<file path="src/rtl/coef_mem_if.sv">
// Read/write handshake bundle for the writable coefficient store.
// master drives requests and consumes dout; slave is the store.
interface coef_mem_if #(
   parameter int DWIDTH     = 16,
   parameter int AWIDTH     = 4,
   parameter int DWIDTH_TMP = 32
);
   logic                  wr_en;
   logic [AWIDTH-1:0]     wr_addr;
   logic [DWIDTH_TMP-1:0] wr_data;
   logic                  rd_en;
   logic                  start;
   logic [AWIDTH-1:0]     rd_addr;
   logic [AWIDTH:0]       len;
   logic                  dout_ready;
   logic [DWIDTH-1:0]     dout;
   logic                  dout_valid;
   logic                  sat;
   logic                  busy;
   logic                  done;

   modport master (
      output wr_en, wr_addr, wr_data,
      output rd_en, start, rd_addr, len,
      output dout_ready,
      input  dout, dout_valid, sat, busy, done
   );

   modport slave (
      input  wr_en, wr_addr, wr_data,
      input  rd_en, start, rd_addr, len,
      input  dout_ready,
      output dout, dout_valid, sat, busy, done
   );
endinterface

</file>
<file path="src/rtl/coef_mem_seq.sv">
// Writable coefficient store with fixed-point readout, saturation,
// and single/burst reads under a valid/ready handshake.
module coef_mem_seq #(
   parameter int DWIDTH     = 16,
   parameter int AWIDTH     = 4,
   parameter int DWIDTH_TMP = 32,
   parameter int IN_FRAC    = 24,
   parameter int OUT_FRAC   = 10
) (
   input logic       clk,
   input logic       rst,
   coef_mem_if.slave bus
);
   localparam int SHIFT = IN_FRAC - OUT_FRAC;
   localparam int DEPTH = 2**AWIDTH;

   typedef enum logic [1:0] {IDLE, SINGLE, BURST} state_t;

   state_t                state, state_d;
   logic [DWIDTH_TMP-1:0] mem [DEPTH];
   logic [AWIDTH-1:0]     ptr, ptr_d;
   logic [AWIDTH:0]       cnt, cnt_d;
   logic [DWIDTH-1:0]     dout_q;
   logic                  sat_q, valid_q, zero_q;
   logic                  xfer, load, last, zero_d;
   logic [AWIDTH-1:0]     load_addr;
   logic [DWIDTH_TMP-1:0] word, t;
   logic [DWIDTH-1:0]     cdata;
   logic                  csat;

   // Word is fetched when it is loaded into dout, so it sees
   // the pre-edge contents (read-before-write).
   assign word  = mem[load_addr];
   assign t     = word >> SHIFT;
   assign csat  = |(t >> DWIDTH);
   assign cdata = csat ? '1 : t[DWIDTH-1:0];

   assign xfer = valid_q & bus.dout_ready;

   always_ff @(posedge clk or posedge rst) begin
      if (rst) state <= IDLE;
      else     state <= state_d;
   end

   always_comb begin
      state_d   = state;
      ptr_d     = ptr;
      cnt_d     = cnt;
      load      = 1'b0;
      load_addr = bus.rd_addr;
      zero_d    = 1'b0;
      last      = 1'b0;
      unique case (state)
         IDLE: begin
            if (bus.start) begin
               if (bus.len != '0) begin
                  state_d = BURST;
                  ptr_d   = bus.rd_addr;
                  cnt_d   = bus.len;
                  load    = 1'b1;
               end else begin
                  zero_d = 1'b1;
               end
            end else if (bus.rd_en) begin
               state_d = SINGLE;
               load    = 1'b1;
            end
         end
         SINGLE: begin
            if (xfer) begin
               last    = 1'b1;
               state_d = IDLE;
            end
         end
         BURST: begin
            if (xfer) begin
               if (cnt == (AWIDTH+1)'(1)) begin
                  last    = 1'b1;
                  state_d = IDLE;
               end else begin
                  ptr_d     = ptr + AWIDTH'(1);
                  cnt_d     = cnt - (AWIDTH+1)'(1);
                  load_addr = ptr + AWIDTH'(1);
                  load      = 1'b1;
               end
            end
         end
         default: state_d = IDLE;
      endcase
   end

   always_ff @(posedge clk or posedge rst) begin
      if (rst) begin
         ptr     <= '0;
         cnt     <= '0;
         dout_q  <= '0;
         sat_q   <= 1'b0;
         valid_q <= 1'b0;
         zero_q  <= 1'b0;
      end else begin
         ptr    <= ptr_d;
         cnt    <= cnt_d;
         zero_q <= zero_d;
         if (load) begin
            dout_q  <= cdata;
            sat_q   <= csat;
            valid_q <= 1'b1;
         end else if (xfer) begin
            dout_q  <= '0;
            sat_q   <= 1'b0;
            valid_q <= 1'b0;
         end
      end
   end

   always_ff @(posedge clk or posedge rst) begin
      if (rst) begin
         for (int i = 0; i < DEPTH; i++) mem[i] <= '0;
      end else if (bus.wr_en) begin
         mem[bus.wr_addr] <= bus.wr_data;
      end
   end

   assign bus.dout       = dout_q;
   assign bus.sat        = sat_q;
   assign bus.dout_valid = valid_q;
   assign bus.busy       = (state != IDLE);
   assign bus.done       = zero_q | last;
endmodule

</file>
<file path="src/flat_wrapper.sv">
// flat-port wrapper written by rule: the top's interface ports become plain ports
module coef_mem_seq_flat 
#(
   parameter int DWIDTH     = 16,
   parameter int AWIDTH     = 4,
   parameter int DWIDTH_TMP = 32,
   parameter int IN_FRAC    = 24,
   parameter int OUT_FRAC   = 10
)
  (clk, rst, bus_wr_en, bus_wr_addr, bus_wr_data, bus_rd_en, bus_start, bus_rd_addr, bus_len, bus_dout_ready, bus_dout, bus_dout_valid, bus_sat, bus_busy, bus_done);
  coef_mem_if #(.DWIDTH(DWIDTH), .AWIDTH(AWIDTH), .DWIDTH_TMP(DWIDTH_TMP)) bus_i ();
  input logic clk;
  input logic rst;
  input wire logic [$bits(bus_i.wr_en)-1:0] bus_wr_en;
  input wire logic [$bits(bus_i.wr_addr)-1:0] bus_wr_addr;
  input wire logic [$bits(bus_i.wr_data)-1:0] bus_wr_data;
  input wire logic [$bits(bus_i.rd_en)-1:0] bus_rd_en;
  input wire logic [$bits(bus_i.start)-1:0] bus_start;
  input wire logic [$bits(bus_i.rd_addr)-1:0] bus_rd_addr;
  input wire logic [$bits(bus_i.len)-1:0] bus_len;
  input wire logic [$bits(bus_i.dout_ready)-1:0] bus_dout_ready;
  output wire logic [$bits(bus_i.dout)-1:0] bus_dout;
  output wire logic [$bits(bus_i.dout_valid)-1:0] bus_dout_valid;
  output wire logic [$bits(bus_i.sat)-1:0] bus_sat;
  output wire logic [$bits(bus_i.busy)-1:0] bus_busy;
  output wire logic [$bits(bus_i.done)-1:0] bus_done;
  assign bus_i.wr_en = bus_wr_en;
  assign bus_i.wr_addr = bus_wr_addr;
  assign bus_i.wr_data = bus_wr_data;
  assign bus_i.rd_en = bus_rd_en;
  assign bus_i.start = bus_start;
  assign bus_i.rd_addr = bus_rd_addr;
  assign bus_i.len = bus_len;
  assign bus_i.dout_ready = bus_dout_ready;
  assign bus_dout = bus_i.dout;
  assign bus_dout_valid = bus_i.dout_valid;
  assign bus_sat = bus_i.sat;
  assign bus_busy = bus_i.busy;
  assign bus_done = bus_i.done;
  coef_mem_seq #(.DWIDTH(DWIDTH), .AWIDTH(AWIDTH), .DWIDTH_TMP(DWIDTH_TMP), .IN_FRAC(IN_FRAC), .OUT_FRAC(OUT_FRAC)) u_core (.clk(clk), .rst(rst), .bus(bus_i));
endmodule
</file>
<file path="config.mk">
export PLATFORM = sky130hd
export DESIGN_NAME = coef_mem_seq_flat
export DESIGN_NICKNAME = d
export VERILOG_FILES = /design/src/rtl/coef_mem_if.sv /design/src/rtl/coef_mem_seq.sv /design/src/flat_wrapper.sv
export SDC_FILE = /design/constraint.sdc
export NUM_CORES = 1
export LEC_CHECK = 0
export CORE_AREA = 2 2 154 156
export CTS_CLUSTER_SIZE = 25
export DETAILED_ROUTE_END_ITERATION = 10
export DIE_AREA = 0 0 156 158
export PLACE_DENSITY = 0.95
export SLEW_MARGIN = 0
export SYNTH_ARGS = -nofsm -noshare
export SYNTH_HDL_FRONTEND = slang
export SYNTH_SLANG_ARGS = --single-unit
</file>
<file path="constraint.sdc">
create_clock -name clk -period 21.5 [get_ports clk]
set_input_delay 4.3 -clock clk [delete_from_list [all_inputs] [get_ports clk]]
set_output_delay 4.3 -clock clk [all_outputs]
set_load 0.02 [all_outputs]
</file>
Yosys cells after proc, flatten, opt, wreduce, memory -nomap -nowiden
Cells that the tools add are included.

Register bits: 542. Logic and storage cells: 97. Output and inout bits: 20. Input port bits: 51.

Equal/unequal tests: 11. Magnitude comparators: 3. Muxes and demuxes: 45. Reduce and logical (&&, ||, !) cells: 9. Bitwise gates (word level): 4. $add $sub $neg: 2.

Operators with widths (count): bitwise mux 512 bit (1); binary-select mux 32 bit (select 4 bit) (1); demux 32 bit (select 4 bit) (1); 2-to-1 mux 32 bit (3); 2-to-1 mux 16 bit (3); 2-to-1 mux 4 bit (7); 2-to-1 mux 5 bit (4); 2-to-1 mux 1 bit (14); 2-to-1 mux 2 bit (6); greater-or-equal comparator 5 bit, second input constant (2); NOT 4 -> 5 bit (2); one-hot mux 5 bit (2 select lines) (1); AND reduction 5 bit (2); != test 2 x 1 -> 1 bit, second input constant (4); one-hot mux 4 bit (2 select lines) (1); one-hot mux 2 bit (3 select lines) (1); nonzero test 2 bit (3); == test 5 x 1 -> 1 bit, second input constant (1); less-than comparator 5 x 1 -> 1 bit, second input constant (1); nonzero test 5 bit (1); subtractor 5 x 1 -> 5 bit, second input constant (1); adder 4 x 1 -> 4 bit, second input constant (1); != test 2 bit, second input constant (2); one-hot mux 1 bit (2 select lines) (2); other kinds (9) (9).

Longest topological paths before layout
Depth after elaboration: 11. Depth in mapped cells: 13. Depth with buffers taken out: 9.

Least setup slack after synthesis
OpenSTA, ideal clock, no wires.

Path kind: in2out. Start: input port bus_dout_ready. End: output port bus_done. Cell stages on the path: 2. Path buffers: 0. Required time: 17.200 ns. Slack: 12.496 ns. Data arrival time: 4.704 ns. Path through: nand3_1 > o21bai_1.

Cells in the longest elaborated chain, start to end: 4. Elaborated cells between the ends (all ways): 5. Those cells by class: mux: 3; bitwise: 2.

RTL lines: from (decl) (RTL line flat_wrapper.sv:21) `input wire logic [$bits(bus_i.dout_ready)-1:0] bus_dout_ready;`; AND 1 bit * (RTL line coef_mem_seq.sv:38) `assign xfer = valid_q & bus.dout_ready;`; 2-to-1 mux 1 bit, on equally long branches (RTL line coef_mem_seq.sv:76, coef_mem_seq.sv:70); one-hot mux 1 bit (2 select lines) * (RTL line coef_mem_seq.sv:53) `unique case (state)`; bitwise OR 1 bit * (RTL line coef_mem_seq.sv:128) `assign bus.done = zero_q | last;`; to (decl) (RTL line flat_wrapper.sv:26) `output wire logic [$bits(bus_i.done)-1:0] bus_done;`.

Mark *: on every way between the ends. The rest lies on a longest branch, timed or not.

Final worst setup path
Ends and elaborated chain as after synthesis.

==> impl_metrics.toml <==
[clocking]
cts_tree = "yes"
cts-resized-gates = 0
numCtsBuffers = 34
clk_path_buf_depth = 3
insertion_delay_ns = 0.52
htree_levels = 2
postCtsHoldBufs = 0
cts.clk_slew.worst_paths_ns = 0.06
cts_setup_buffers = 0
cts-root-buf = "clkbuf_16"
cts.sinks = 318

[placement]
place_ws_ns = 11.48
dp_hpwl_microns = 21300
place_congestion = 0.839
dpl-instance-area_sq_um = 15500
io_buffers = 56

[synth]
ys_seq_elements = 318
syn_nets = 1214
synthArstFlopShare_pct = 100
synthCells = 1157
synth.distinct_cells = 61
yosysSeqAreaShare_pct = 54.1
synth_largest_type_area_fraction_pct = 54.1
ys_warn_count = 0
netlist_area_sq_um = 14700
yosysTopAreaCell = "dfrtp_1"
synth_ff_type = "dfrtp_1"
synth_area_leaders = "dfrtp_1 54%, mux2_2 22%, nand2_1 3.8%"
syn_area_per_cell_sq_um = 12.7
synth-edff-count = 0

[critical_path]
crit_required_ns = 17.20
critical_path_class = "primary input to output port"
r2r_end = "u_core.bus.dout[8]$_DFFE_PP0P_"
worst_path_max_delay_cell = "clkdlybuf4s50_1"
cp-endpoint = "bus_done"
crit_chain = "clkdlybuf4s50_1 -> nand3_1 -> o21bai_1 -> clkdlybuf4s50_1"
crit_path_start = "bus_dout_ready"
crit_top_cell = "clkdlybuf4s50_1"
crit_arrival_ns = 5.75
r2r-start = "u_core.state[0]$_DFFE_PP0P_"
r2r_slack_ns = 16.83
ff2ff_path_depth = 10
cp-start-kind = "primary input"
end_kind = "output port"
cp_max_fo = 7
slowest_delay_ns = 0.61

[global_routing]
grt_overflow = 0
grt_pass1_wl_microns = 61500
track_usage_pct = 32.9
grt_antenna_before_repair = 1
grt_max_degree = 181
grt_pass1_vias = 11000

[timing]
fin_crit_ns = 10.05
timing.hold.ws_ns = 0.487
skew_ns = 0.0199
hold_violations = 0
min_period_over_period_pct = 46.8
maxSlewViolCount = 0
fin_ws_ns = 11.45
fmax_mhz = 99.5
worstMarginPinSlew_ns = 1.34
fin_setup_tns_ns = 0
relSlewSlack_pct = 10.7
rsz0062_at_grt = "no"
setup-violations-final = 0

[route]
wl_microns = 39500
ant_nets = 0
drt_iter0_drc = 1122
wl_per_cell_microns = 26.2
dr.pass1.iters = 5
post-route-drc-count = 0
num_vias = 10400
vias_per_cell = 6.89

[power_and_ir_drop]
combPwrFrac_pct = 27.6
max-vdd-ir-drop_v = 0.0000928
p_int_mw = 1.39
powerDensity_nw_per_um2 = 122
seqPwrFrac_pct = 42.2
switching_power_uw = 642
swShare_pct = 31.6
power.share.clock_pct = 30.2
leakagePower_nw = 7.26

[floorplanning]
die_width_microns = 156
die_h_microns = 158
rows = 56
initial_core_util_pct = 63.8
die_area_sq_um = 24600
core_sq_um = 23100
ios = 71

[layout]
drive_gt1_share_pct = 32.9
fin_nets = 1250
design_area_sq_um = 16700
n_fill_cell = 1361
areaGrowthSynthToFinish_pct = 13.7

[flow_run]
cap_violations = 0

[min_path]
hold_class = "register to register"

[run_status]
status = "finished, final reports clean"
==> metal layers <==
layer | global-route usage (%) | vias up | share of wire, %
li1 | - | 4309 | -
met1 | 40.9 | 5375 | 38
met2 | 55.3 | 558 | 50
met3 | 6.00 | 150 | 7.7
met4 | 17.5 | 0 | 5.1
met5 | 0 | - | 0
==> power groups by stage <==
stage	Sequential [mW]	Combinational [mW]	Clock [mW]
floorplan	0.846	0.370	0
global placement	0.841	0.516	0
detailed placement	0.855	0.543	0
CTS	0.853	0.557	0.616
global route	0.871	0.599	0.641
finish	0.858	0.560	0.614
==> logic make-up (layout without fill, tap and decap cells) <==
logic type,count (synthesis),in the layout,share of synthesized area [%]
compound gates,132,132,7.11
fa+ha+maj,6,6,0.511
other cells,0,1,0
simple gates,275,275,8.92
buf+inv,89,150,2.49
mux,335,335,26.7
flops,318,318,54.1
xor+xnor,2,2,0.119
==> cell usage in the layout (no fill, tap or decap), types with 3 or more instances in the layout <==
| cell type | n |
|---|---|
| mux4_1 | 3 |
| nand3_1 | 43 |
| and3_1 | 16 |
| nand2_1 | 146 |
| clkbuf_8 | 7 |
| ha_1 | 6 |
| a32oi_1 | 33 |
| mux4_2 | 13 |
| clkdlybuf4s50_1 | 56 |
| dfrtp_1 | 318 |
| nor3_1 | 5 |
| mux2i_1 | 32 |
| or3_1 | 3 |
| a2111o_1 | 13 |
| inv_1 | 10 |
| buf_4 | 21 |
| nand4b_1 | 5 |
| o22ai_1 | 3 |
| nor2_1 | 16 |
| clkbuf_16 | 35 |
| nor3b_1 | 3 |
| mux2_2 | 287 |
| a21oi_1 | 18 |
| a32o_1 | 14 |
| o21ai_0 | 20 |
| nor2_2 | 10 |
| nand3b_1 | 3 |
| bufinv_16 | 4 |
| nand2b_1 | 11 |
| clkbuf_1 | 11 |
==> synth_stat cells (3+ instances only) <==
cell,n
inv_1,11
o21ai_0,20
a21oi_1,18
buf_2,14
nor3b_1,3
o22ai_1,4
nand3_1,43
o31ai_1,3
mux4_2,13
nand2b_1,11
ha_1,6
buf_1,5
nand3b_1,3
nor2_1,26
clkbuf_1,57
a32o_1,14
nand2_1,147
mux2_2,287
mux2i_1,32
nor3_1,5
or3_1,3
and3_1,16
a32oi_1,33
mux4_1,3
nand4b_1,5
a2111o_1,13
dfrtp_1,318
==> worst min path at each step <==
stage | slack (ns) | endpoint | start | cells after the start
4_1_cts | 0.50 | u_core.bus.sat$_DFFE_PP0P_ | u_core.bus.sat$_DFFE_PP0P_ | 1
3_5_place_dp | 0.48 | u_core.bus.sat$_DFFE_PP0P_ | u_core.bus.sat$_DFFE_PP0P_ | 1
3_3_place_gp | 0.47 | u_core.bus.sat$_DFFE_PP0P_ | u_core.bus.sat$_DFFE_PP0P_ | 1
2_1_floorplan | 0.47 | u_core.mem[497]$_DFFE_PP0P_ | u_core.mem[497]$_DFFE_PP0P_ | 1
5_1_grt | 0.51 | u_core.bus.sat$_DFFE_PP0P_ | u_core.bus.sat$_DFFE_PP0P_ | 1
6_report | 0.49 | u_core.bus.sat$_DFFE_PP0P_ | u_core.bus.sat$_DFFE_PP0P_ | 1
==> worst max-delay path: cells and delay by family <==
family	cells	cell delay, ns
buffers and inverters	2	1.20
AO/OA/AOI/OAI	1	0.13
AND/OR/NAND/NOR	1	0.11
==> layout make-up <==
class	count	area [sq um]	share of cell area, %
Antenna cell	1	2.50	0.0150
Clock inverter	8	163	0.973
Timing Repair Buffer	78	738	4.42
Tap cell	290	363	2.17
Multi-Input combinational cell	750	6420	38.4
Clock buffer	53	1010	6.07
Sequential cell	318	7960	47.6
Inverter	11	48.8	0.292
==> through the flow <==
stage,power (mW),util [%],instances
after global placement,1.36,67.4,1447
after CTS,2.03,72.5,1508
after global routing,2.11,72.5,1509
final,2.03,72.5,1509
after floorplan,1.22,-,1157
after detailed placement,1.40,67.4,1447
==> state kept, by name, indices dropped and copies added, names as in the netlist <==
name	cells
u_core.bus.dout_valid	1
u_core.ptr	4
u_core.bus.dout	16
u_core.state	2
u_core.bus.sat	1
u_core.mem	288
u_core.cnt	5
u_core.zero_q	1
No activity file was read; power rests on OpenSTA's default activity.
